## src/rtl/sync_fifo_status_pkg.sv

```systemverilog
// Shared defaults and helpers for the FIFO occupancy/flag generator.
// The optional error outputs are enabled by defining SYNC_FIFO_STATUS_ERR_EN.
package sync_fifo_status_pkg;

  localparam int DEF_FIFO_DEPTH = 16;
  localparam int DEF_AF_OFFSET  = 2;
  localparam int DEF_AE_LEVEL   = 2;

  // Occupancy needs one extra bit so that "full" (== depth) is representable.
  function automatic int cnt_width(input int depth);
    return $clog2(depth) + 1;
  endfunction

endpackage

```

## src/rtl/sync_fifo_status_if.sv

```systemverilog
// Strobe/flag bundle between the FIFO controllers and the status block.
// overflow_err/underflow_err exist only when SYNC_FIFO_STATUS_ERR_EN is defined.
interface sync_fifo_status_if #(
  parameter int CNT_W = 5
);

  logic             wr_en;
  logic             rd_en;
  logic             wr_full;
  logic             rd_empty;
  logic             almost_full;
  logic             almost_empty;
  logic [CNT_W-1:0] fifo_count;
`ifdef SYNC_FIFO_STATUS_ERR_EN
  logic             overflow_err;
  logic             underflow_err;

  modport master (
    output wr_en, rd_en,
    input  wr_full, rd_empty, almost_full, almost_empty, fifo_count,
    input  overflow_err, underflow_err
  );

  modport slave (
    input  wr_en, rd_en,
    output wr_full, rd_empty, almost_full, almost_empty, fifo_count,
    output overflow_err, underflow_err
  );
`else
  modport master (
    output wr_en, rd_en,
    input  wr_full, rd_empty, almost_full, almost_empty, fifo_count
  );

  modport slave (
    input  wr_en, rd_en,
    output wr_full, rd_empty, almost_full, almost_empty, fifo_count
  );
`endif

endinterface

```

## src/rtl/sync_fifo_status.sv

```systemverilog
// Occupancy counter and registered full/empty/almost flags for the synchronous FIFO.
// Define SYNC_FIFO_STATUS_ERR_EN to add sticky overflow_err/underflow_err outputs.
module sync_fifo_status
  import sync_fifo_status_pkg::*;
#(
  parameter int MEM_DEPTH  = DEF_FIFO_DEPTH,
  parameter int ADDR_WIDTH = $clog2(MEM_DEPTH),
  parameter int AF_LEVEL   = MEM_DEPTH - DEF_AF_OFFSET,
  parameter int AE_LEVEL   = DEF_AE_LEVEL
) (
  input  logic              clk,
  input  logic              reset_n,
  sync_fifo_status_if.slave bus
);

  localparam int CNT_W = ADDR_WIDTH + 1;
  localparam logic [CNT_W-1:0] FULL_CNT = CNT_W'(MEM_DEPTH);
  localparam logic [CNT_W-1:0] AF_CNT   = CNT_W'(AF_LEVEL);
  localparam logic [CNT_W-1:0] AE_CNT   = CNT_W'(AE_LEVEL);
  localparam logic [CNT_W-1:0] ONE_CNT  = CNT_W'(1);

  logic [CNT_W-1:0] count_q, count_d;
  logic             wr_full_q, wr_full_d;
  logic             rd_empty_q, rd_empty_d;
  logic             almost_full_q, almost_full_d;
  logic             almost_empty_q, almost_empty_d;
  logic             wr_ok, rd_ok;

  // Saturate against misbehaving upstreams so the count can never wrap.
  assign wr_ok = bus.wr_en & (count_q != FULL_CNT);
  assign rd_ok = bus.rd_en & (count_q != '0);

  always_comb begin
    count_d = count_q;
    if (wr_ok && !rd_ok) begin
      count_d = count_q + ONE_CNT;
    end else if (rd_ok && !wr_ok) begin
      count_d = count_q - ONE_CNT;
    end
    wr_full_d      = (count_d == FULL_CNT);
    rd_empty_d     = (count_d == '0);
    almost_full_d  = (count_d >= AF_CNT);
    almost_empty_d = (count_d <= AE_CNT);
  end

  always_ff @(posedge clk or negedge reset_n) begin
    if (!reset_n) begin
      count_q        <= '0;
      wr_full_q      <= 1'b0;
      rd_empty_q     <= 1'b1;
      almost_full_q  <= 1'b0;
      almost_empty_q <= 1'b1;
    end else begin
      count_q        <= count_d;
      wr_full_q      <= wr_full_d;
      rd_empty_q     <= rd_empty_d;
      almost_full_q  <= almost_full_d;
      almost_empty_q <= almost_empty_d;
    end
  end

  assign bus.fifo_count   = count_q;
  assign bus.wr_full      = wr_full_q;
  assign bus.rd_empty     = rd_empty_q;
  assign bus.almost_full  = almost_full_q;
  assign bus.almost_empty = almost_empty_q;

`ifdef SYNC_FIFO_STATUS_ERR_EN
  logic overflow_err_q, overflow_err_d;
  logic underflow_err_q, underflow_err_d;

  // Sticky: only reset_n clears these.
  always_comb begin
    overflow_err_d  = overflow_err_q  | (bus.wr_en & (count_q == FULL_CNT));
    underflow_err_d = underflow_err_q | (bus.rd_en & (count_q == '0));
  end

  always_ff @(posedge clk or negedge reset_n) begin
    if (!reset_n) begin
      overflow_err_q  <= 1'b0;
      underflow_err_q <= 1'b0;
    end else begin
      overflow_err_q  <= overflow_err_d;
      underflow_err_q <= underflow_err_d;
    end
  end

  assign bus.overflow_err  = overflow_err_q;
  assign bus.underflow_err = underflow_err_q;
`endif

endmodule

```

## src/flat_wrapper.sv

```systemverilog
// flat-port wrapper written by rule: the top's interface ports become plain ports
module sync_fifo_status_flat import sync_fifo_status_pkg::*;
#(
  parameter int MEM_DEPTH  = DEF_FIFO_DEPTH,
  parameter int ADDR_WIDTH = $clog2(MEM_DEPTH),
  parameter int AF_LEVEL   = MEM_DEPTH - DEF_AF_OFFSET,
  parameter int AE_LEVEL   = DEF_AE_LEVEL
)
  (clk, reset_n, bus_wr_en, bus_rd_en, bus_wr_full, bus_rd_empty, bus_almost_full, bus_almost_empty, bus_fifo_count);
  sync_fifo_status_if #(.CNT_W((5))) bus_i ();
  input  logic clk;
  input  logic reset_n;
  input wire logic [$bits(bus_i.wr_en)-1:0] bus_wr_en;
  input wire logic [$bits(bus_i.rd_en)-1:0] bus_rd_en;
  output wire logic [$bits(bus_i.wr_full)-1:0] bus_wr_full;
  output wire logic [$bits(bus_i.rd_empty)-1:0] bus_rd_empty;
  output wire logic [$bits(bus_i.almost_full)-1:0] bus_almost_full;
  output wire logic [$bits(bus_i.almost_empty)-1:0] bus_almost_empty;
  output wire logic [$bits(bus_i.fifo_count)-1:0] bus_fifo_count;
  assign bus_i.wr_en = bus_wr_en;
  assign bus_i.rd_en = bus_rd_en;
  assign bus_wr_full = bus_i.wr_full;
  assign bus_rd_empty = bus_i.rd_empty;
  assign bus_almost_full = bus_i.almost_full;
  assign bus_almost_empty = bus_i.almost_empty;
  assign bus_fifo_count = bus_i.fifo_count;
  sync_fifo_status #(.MEM_DEPTH(MEM_DEPTH), .ADDR_WIDTH(ADDR_WIDTH), .AF_LEVEL(AF_LEVEL), .AE_LEVEL(AE_LEVEL)) u_core (.clk(clk), .reset_n(reset_n), .bus(bus_i));
endmodule
```

## config.mk

```make
export PLATFORM = sky130hd
export DESIGN_NAME = sync_fifo_status_flat
export DESIGN_NICKNAME = d
export VERILOG_FILES = /design/src/rtl/sync_fifo_status_pkg.sv /design/src/rtl/sync_fifo_status_if.sv /design/src/rtl/sync_fifo_status.sv /design/src/flat_wrapper.sv
export SDC_FILE = /design/constraint.sdc
export NUM_CORES = 1
export LEC_CHECK = 0
export CELL_PAD_IN_SITES_DETAIL_PLACEMENT = 1
export CELL_PAD_IN_SITES_GLOBAL_PLACEMENT = 2
export CORE_MARGIN = 3
export CORE_UTILIZATION = 37
export CTS_BUF_LIST = sky130_fd_sc_hd__clkbuf_16
export CTS_CLUSTER_DIAMETER = 30
export DETAILED_ROUTE_END_ITERATION = 7
export DONT_BUFFER_PORTS = 1
export PLACE_DENSITY = 0.73
export SLEW_MARGIN = 40
export SYNTH_ARGS = -nofsm -noshare
export SYNTH_HDL_FRONTEND = slang
export SYNTH_SLANG_ARGS = --single-unit
```

## constraint.sdc

```tcl
create_clock -name clk -period 2.75 [get_ports clk]
set_input_delay 0.4125 -clock clk [delete_from_list [all_inputs] [get_ports clk]]
set_output_delay 0.4125 -clock clk [all_outputs]
set_load 0.01 [all_outputs]
```

**Word-level counts from Yosys, hierarchy flattened**

Index checks and enable logic that the tools add are counted.

- Eq/ne operators: 2
- Magnitude comparators: 2
- Bitwise gates (word level): 2
- Reduce and logical (&&, ||, !) cells: 6
- Mux-type cells: 2
- Add/sub/neg operators: 2

Operators by type and width:

| operator | count |
|---|---|
| $mux 5 | 2 |
| $add 5x1->5 const B | 1 |
| $eq 5x5->1 const B | 1 |
| $ge 5x4->1 const B | 1 |
| $le 5x2->1 const B | 1 |
| $logic_not 5->1 | 1 |
| $ne 5x5->1 const B | 1 |
| $reduce_bool 5->1 | 1 |
| $sub 5x1->5 const B | 1 |
| $and 1x1->1 | 2 |
| $logic_and 1x1->1 | 2 |
| $logic_not 1->1 | 2 |

- Bits in registers: 9
- Logic and storage cells: 21
- Input port bits: 4

**Depth between registers and ports, before layout**

Gate-level depths: netlist of run 1.

- Depth after elaboration: 7
- Depth in mapped cells: 8

**Least setup slack after synthesis of run 1**

Ideal clock, no wire load.

- Kind: flip-flop to flip-flop
- Start point: register u_core.count_q[1], in the netlist u_core.bus.fifo_count[1]
- End point: register u_core.almost_full_q, in the netlist u_core.bus.almost_full
- Setup slack: 0.514 ns
- Cell stages (with the launch flop): 9
- Required time: 2.683 ns
- Buffers on the path: 1
- Library setup time: 0.067 ns
- Period minus slack after synthesis: 2.236 ns
- Arrival: 2.169 ns
- Path through: dfrtp_1 -> inv_1 -> ha_1 -> or3b_1 -> buf_6 -> a21oi_4 -> o22ai_2 -> a2111oi_4 -> a31o_1

- Word-level cells in the longest chain between the ends: 7
- Elaborated cells between the ends (all ways): 13
- Those cells by class: add/sub: 2; order compare: 1; eq/ne: 1; mux: 2; bitwise: 2; reduce/logical: 5

Ends and longest elaborated chain:

| item | RTL line | source |
|---|---|---|
| start: declaration | sync_fifo_status.sv:22 | `logic [CNT_W-1:0] count_q, count_d;` |
| start signal: assignment | sync_fifo_status.sv:54 | `count_q <= count_d;` |
| parallel branches: the longest is 5 deep, another holds $sub 5x1->5 | -- |  |
| $mux 5 * | sync_fifo_status.sv:35 | `if (wr_ok && !rd_ok) begin` |
| via u_core.count_d[1] | sync_fifo_status.sv:22 |  |
| $ge 5x4->1 * | sync_fifo_status.sv:42 | `almost_full_d = (count_d >= AF_CNT);` |
| via u_core.almost_full_d | sync_fifo_status.sv:25 | `logic almost_full_q, almost_full_d;` |
| end signal: assignment | sync_fifo_status.sv:57 | `almost_full_q <= almost_full_d;` |
| end: declaration | sync_fifo_status.sv:25 |  |

Mark *: on every way through the listed nets, which the timed path passes.

**Final worst setup path of run 1**

Same ends and word-level chain as after synthesis.

==> results.md, run 1 <==
- Setup CP Type: reg2reg
- Nature of the critical path startpoint: flip-flop
- Min-Delay Path Class: in2async
- Nets: 73
- Number of diodes: 0
- Number of setup buffers added after CTS: 0
- Netlist area before placement: approximately 660 um2
- Synth warnings: 0
- Count of flip-flops with a built-in enable after synthesis: 0
- Max stage delay cell, worst path: or3b_1
- Fraction of layout instances using a drive strength above 1: between 20% and 30%
- Largest voltage drop on the vdd net: 0.000680 V
- Length of the first detailed-routing pass in iterations: 2
- Time the final worst path needs with I/O delays and setup: roughly 2.5 ns
- Routed via count: a little over 500
- Post-DRT Antenna Nets: 0
- Rows: 14
- Mean number of vias per cell: 5.66
- Result of the run: complete, no violations
- FILL cells: between 150 and 200
- Max Root-Sink Buffers: 2
- Register clock-pin slew on the reported worst setup and hold paths: 0.04 ns
- Crit-path leading delay family: compound AO/OA/AOI/OAI gates
- Beginning of the worst register-to-register path: u_core.bus.fifo_count[1]
- Unrepaired setup endpoints after global routing: no
- Stage delay of the slowest cell on the critical path: ~0.54 ns
- Width of the chip: just under 50 um
- Hpwl dp: approximately 1100 um
- Post-DR wirelength/cell: 16.5 um
- Clock Tree Root: clkbuf_16
- Clk sink count: 9
- Post-synthesis to final-layout area growth: 14.4%
- Data arrival time of the worst path: approximately 2.7 ns
- Area fraction of the dominant cell type after synthesis: 26.5%
- Synthesized instance count: 65
- Top post-synthesis cells by count: 7 x dfrtp_1, 4 x nor2_1, 4 x o21ai_0
- Setup TNS: 0 ns
- Number of DRC markers after the initial detailed-route iteration: 6
- Post-route cell area: 757 um2
- Residual DRC: 0
- Number of buffers and inverters on the critical path: 1
- Most used flip-flop cell after synthesis: dfrtp_1
- Final hold viol count: 0
- Final cycle utilization of the critical path: 92.3%
- Grt ovf: 0
- Wire length of the first global-routing pass: between 2000 and 2500 um
- CTS buffer count: 3
- Worst Setup End Kind: flip-flop
- Pin count of the biggest net entering global routing: 16
- Total detailed-routing wirelength: 1480 um
- # resized after CTS: 0
- Synth Area per Inst: 10.2 um2
- Vias in the first global route: between 500 and 600
- I/O Buffers: 0
- Final weighted congestion of routability-driven global placement: 0.754
- Power density normalized to cell area: about 1200 nW/um2
- Most area-consuming cells after synthesis: dfrtp_1 26%, a2111oi_4 8.3%, dfstp_2 7.9%, nor4b_1 4.0%, ha_1 3.8%
- Antenna violations before repair: 0
- Cell-by-cell trace of the critical path: inv_1, ha_1, or3b_1, a21oi_4, o22ai_2, a2111oi_4, a31o_1
- Relative max-transition margin: roughly 69%
- Area used by sequential logic in the layout: approximately 230 um2
- Highest achievable clock rate: between 300 and 400 MHz
- Die area: between 2000 and 2500 um2
- CTS tree: done
- Latest clock arrival within the worst-skew pair: around 0.24 ns
- Max-capacitance violation count: 0
- I/O pin count: 13
- Number of max-slew violations in the final report: 0
- Net count after synthesis: between 70 and 80
- Initial core utilization: around two fifths
- Setup Skew: 0.00299 ns
- Library cells used by synthesis: 35
- Area of the core: approximately 1600 um2
- Number of flip-flops and latches in the synthesized netlist: 9
- Worst-path maximum fanout: 7
- Cell accounting for the most synthesized area: dfrtp_1
- Count of final setup violators: 0
- LEAKAGE: roughly 0.29 nW
- Worst Setup SP: u_core.bus.fifo_count[1]
- Sequential-to-total area share from yosys stat: 34.4%
- Reg2reg end: u_core.bus.almost_full
- Die height: between 40 and 50 um
- Area used by multi-input combinational logic: 387 um2
- Global Route Usage Sum: roughly 16%
- Htree depth: 1
- Data required time of the worst path: 2.92 ns
- Dominant cell by count in the synthesized netlist: dfrtp_1
- Reg2reg path depth: 7
- Flop-to-flop setup slack: about 0.21 ns
- Slew at the pin closest to its max-slew limit: 0.469 ns
- Async set or reset register ratio after synthesis: 100%
- Placed standard-cell area: approximately 670 um2
cell families (layout without fill, tap and decap cells):
family                   after synthesis  in the layout  share of synthesized area [%]
AND/OR/NAND/NOR                       24             24                           23.4
AO/OA/AOI/OAI                         20             20                           28.2
flip-flops                             9              9                           34.4
buffers and inverters                  8              9                           7.18
adder cells (fa/ha/maj)                2              2                           3.78
XOR/XNOR                               1              1                           1.32
multiplexers                           1              1                           1.70
per-layer routing:
metal / vias up / global-route usage [%] / routed length, um
met5: - / 0 / 0
met3: 5 / 2.95 / 53
met4: 0 / 9.68 / 42
li1: 251 / - / -
met2: 10 / 24.2 / 644
met1: 243 / 21.4 / 741
worst register-to-register path: stages (launching register included):
cell and delay [ns]:
dfrtp_1 0.44, inv_1 0.20, ha_1 0.30, or3b_1 0.54, a21oi_4 0.20, o22ai_2 0.10
a2111oi_4 0.49, a31o_1 0.21
flip-flops by register name, summed over array words and instances (netlist names):
register,count
u_core.bus.rd_empty,1
u_core.bus.almost_full,1
u_core.bus.wr_full,1
u_core.bus.fifo_count,5
u_core.bus.almost_empty,1
power by group:
part           internal [mW]  leakage (nW)  switching [mW]  total (mW)
combinational          0.164         0.140           0.212       0.376
sequential             0.188         0.107          0.0890       0.277
clock                  0.192        0.0409          0.0681       0.260
cell type report:
class                   instances  share of cell area (%)
clock buffers                   3                    9.92
well taps                      24                    3.97
inverters                       2                   0.992
repair buffers                  3                    3.31
flip-flops and latches          9                    30.1
multi-input cells              48                    51.1
clock inverters                 1                   0.661
what timing repair did:
item / 4_1_cts / 5_1_grt
hold endpoints to repair: 7 / 0
setup endpoints to repair: 0 / 0
hold buffers: 1 / 0
stage by stage:
stage                     total power [mW]  setup slack, ns  std cells  utilization [%]  hold WS (ns)
after floorplan                      0.587            0.514         65                -         0.117
after global placement               0.651            0.252         85             41.8         0.117
after detailed placement             0.653            0.223         85             41.8         0.117
after CTS                            0.924            0.204         90             47.5        0.0149
after global routing                 0.981           0.0398         90             47.5        0.0109
final                                0.913            0.212         90             47.5        0.0190
layout by cell type (no fill, tap or decap), types with 3 or more instances in the layout:
cell,Yosys,final
a21oi_1,3,3
clkbuf_16,0,3
dfrtp_1,7,7
nand2_1,3,3
nor2_1,4,4
nor3_1,3,3
nor4b_1,3,3
o21ai_0,4,4
worst max path at each step:
stage,end,cells past startpoint
finish,u_core.bus.almost_full,7
global route,u_core.bus.almost_full,7
CTS,u_core.bus.almost_full,7
detailed placement,u_core.bus.almost_full,7
global placement,u_core.bus.almost_full,7
floorplan,u_core.bus.almost_full,8
Power figures use the tool's default switching activity.
==> run 2: changes to the inputs <==
Settings changed: MAX_ROUTING_LAYER set to met4.
==> run 2 against run 1 <==
  * Die area stayed put
  * Sequential power barely moved
  * Routed wire length increased by 2.0%
  * Fmax is 0.18% lower
  * Count of clock-buffer cells in the layout did not move
  * Design area stayed put
  * Sequential share of layout area unchanged
  * Critical path depth is the same
  * Combinational power about the same
==> results.md, run 2 (synthesis gave the netlist of run 1 again) <==
- Total power: 0.916 mW (was 0.913 mW)
- Die height: 48.3 um (unchanged)
- Hpwl dp: 1080 um (unchanged)
- I/O pin count: 13 (unchanged)
- Die area: 2330 um2 (unchanged)
- FILL cells: 181 (unchanged)
- Slew at the pin closest to its max-slew limit: 0.469 ns (about the same)
- Number of diodes: 0 (unchanged)
- Area of the core: 1590 um2 (unchanged)
- Area used by sequential logic in the layout: 228 um2 (unchanged)
- Cell-by-cell trace of the critical path: inv_1, ha_1, or3b_1, a21oi_4, o22ai_2, a2111oi_4, a31o_1 (unchanged)
- Total met3 wirelength after detailed routing: 53 um (unchanged)
- Final weighted congestion of routability-driven global placement: 0.764 (was 0.754)
- Dpl cells: 85 (unchanged)
- Wire length of the first global-routing pass: 2490 um (was 2500 um)
- Worst path setup slack after routing: 0.208 ns (was 0.212 ns)
- Most frequent cells in the layout: 7 x dfrtp_1, 4 x o21ai_0, 4 x nor2_1 (unchanged)
- Pin count of the biggest net entering global routing: 16 (unchanged)
- Grt ovf: 0 (unchanged)
- Register clock-pin slew on the reported worst setup and hold paths: 0.04 ns (about the same)
- Area used by multi-input combinational logic: 387 um2 (unchanged)
- Routed via count: 511 (was 509)
- Fraction of layout instances using a drive strength above 1: 24.2% (unchanged)
- CTS buffer count: 3 (unchanged)
- Data arrival time of the worst path: 2.72 ns (was 2.71 ns)
- Result of the run: complete, no violations (unchanged)
- Count of final setup violators: 0 (unchanged)
- I/O Buffers: 0 (unchanged)
- Max-capacitance violation count: 0 (unchanged)
- Global Route Usage Sum: 16.6% (was 16.1%)
- Residual DRC: 0 (unchanged)
- Power density normalized to cell area: 1210 nW/um2 (about the same)
- Post-DR wirelength/cell: 16.8 um (was 16.5 um)
- Clock Tree Root: clkbuf_16 (unchanged)
- Max stage delay cell, worst path: or3b_1 (unchanged)
- Leading cell type in the layout, fill and taps excluded: dfrtp_1 (unchanged)
- Highest routed metal layer: met4 (unchanged)
- Setup Skew: 0.00261 ns (was 0.00299 ns)
- Largest voltage drop on the vdd net: 0.000681 V (was 0.000680 V)
- Worst Setup End Kind: flip-flop (unchanged)
- Post-CTS Hold Fix Bufs: 1 (unchanged)
- Amount of wire on met2 after detailed routing: 659 um (was 644 um)
- Final Non-Filler Cells: 90 (unchanged)
- Number of setup buffers added after CTS: 0 (unchanged)
- Setup CP Type: reg2reg (unchanged)
- Post-DRT Antenna Nets: 0 (unchanged)
- Nature of the critical path startpoint: flip-flop (unchanged)
- Data required time of the worst path: 2.92 ns (about the same)
- Width of the chip: 48.3 um (unchanged)
- Highest achievable clock rate: 393 MHz (was 394 MHz)
- Antenna violations before repair: 0 (unchanged)
- Mean number of vias per cell: 5.68 (was 5.66)
- Final hold viol count: 0 (unchanged)
- Met1 routed wirelength after detailed routing: 755 um (was 741 um)
- Min-Delay Path Class: in2async (unchanged)
- Relative max-transition margin: 68.7% (about the same)
- Nets: 73 (unchanged)
- Stage delay of the slowest cell on the critical path: 0.54 ns (about the same)
- Rows: 14 (unchanged)
- Number of max-slew violations in the final report: 0 (unchanged)
- Initial core utilization: 41.5% (unchanged)
- Clk sink count: 9 (unchanged)
- Htree depth: 1 (unchanged)
- Setup TNS: 0 ns (unchanged)
- Latest clock arrival within the worst-skew pair: 0.24 ns (about the same)
- Vias in the first global route: 553 (was 557)
- CTS tree: done (unchanged)
- Unrepaired setup endpoints after global routing: no (unchanged)
- Time the final worst path needs with I/O delays and setup: 2.54 ns (about the same)
- Worst slack after detailed placement: 0.223 ns (unchanged)
- Largest register FFs: 5 (unchanged)
- Post-synthesis to final-layout area growth: 14.4% (unchanged)
- LEAKAGE: 0.288 nW (unchanged)
- # resized after CTS: 0 (unchanged)
- Number of DRC markers after the initial detailed-route iteration: 6 (unchanged)
- Length of the first detailed-routing pass in iterations: 3 (was 2)
- Worst-path maximum fanout: 7 (unchanged)
- Total detailed-routing wirelength: 1510 um (was 1480 um)
- Max Root-Sink Buffers: 2 (unchanged)
- Final cycle utilization of the critical path: 92.4% (was 92.3%)
- Hold_ws: 0.0185 ns (was 0.0190 ns)
## run 2: area by class of cell
type / instances / share of cell area, %
clock buffers: 3 / 9.92
clock inverters: 1 / 0.661
inverters: 2 / 0.992
multi-input cells: 48 / 51.1
flip-flops and latches: 9 / 30.1
well taps: 24 / 3.97
repair buffers: 3 / 3.31
## run 2: where the power goes
group	leakage, nW	internal, mW	switching [mW]
combinational	0.140	0.164	0.215
sequential	0.107	0.188	0.0889
clock	0.0409	0.192	0.0685
total	0.288	0.544	0.372
## run 2: metrics by stage
step                util (%)  instance area, um2
CTS                     47.5                 757
global placement        41.8                 667
floorplan                  -                 662
detailed placement      41.8                 667
finish                  47.5                 757
global route            47.5                 757
## run 2: final timing paths
kind | startpoint | end | slack, ns | cells after the start
setup / recovery | u_core.bus.fifo_count[1] | u_core.bus.almost_full | 0.21 | 7
setup reg to reg | u_core.bus.fifo_count[1] | u_core.bus.almost_full | 0.21 | 7
hold / removal | reset_n | u_core.bus.almost_empty | 0.02 | 0
hold reg to reg | u_core.bus.fifo_count[0] | u_core.bus.fifo_count[0] | 0.76 | 2
max in group asynchronous | reset_n | u_core.bus.fifo_count[2] | 1.99 | 1
min in group clk | bus_wr_en | u_core.bus.fifo_count[1] | 0.46 | 2
## run 2: routing by layer
layer	global-route usage (%)	vias up
met1	21.4	246
met4	9.68	0
met2	24.2	10
met5	-	-
met3	2.95	5
li1	-	250
## run 2: worst max-delay path, delay by kind of cell (launching register included)
| kind | cells | cell delay [ns] |
|---|---|---|
| adders and majority gates | 1 | 0.30 |
| buffers and inverters | 1 | 0.20 |
| and+or+nand+nor | 1 | 0.54 |
| DFF | 1 | 0.44 |
| AOI/OAI and AO/OA | 4 | 1.00 |
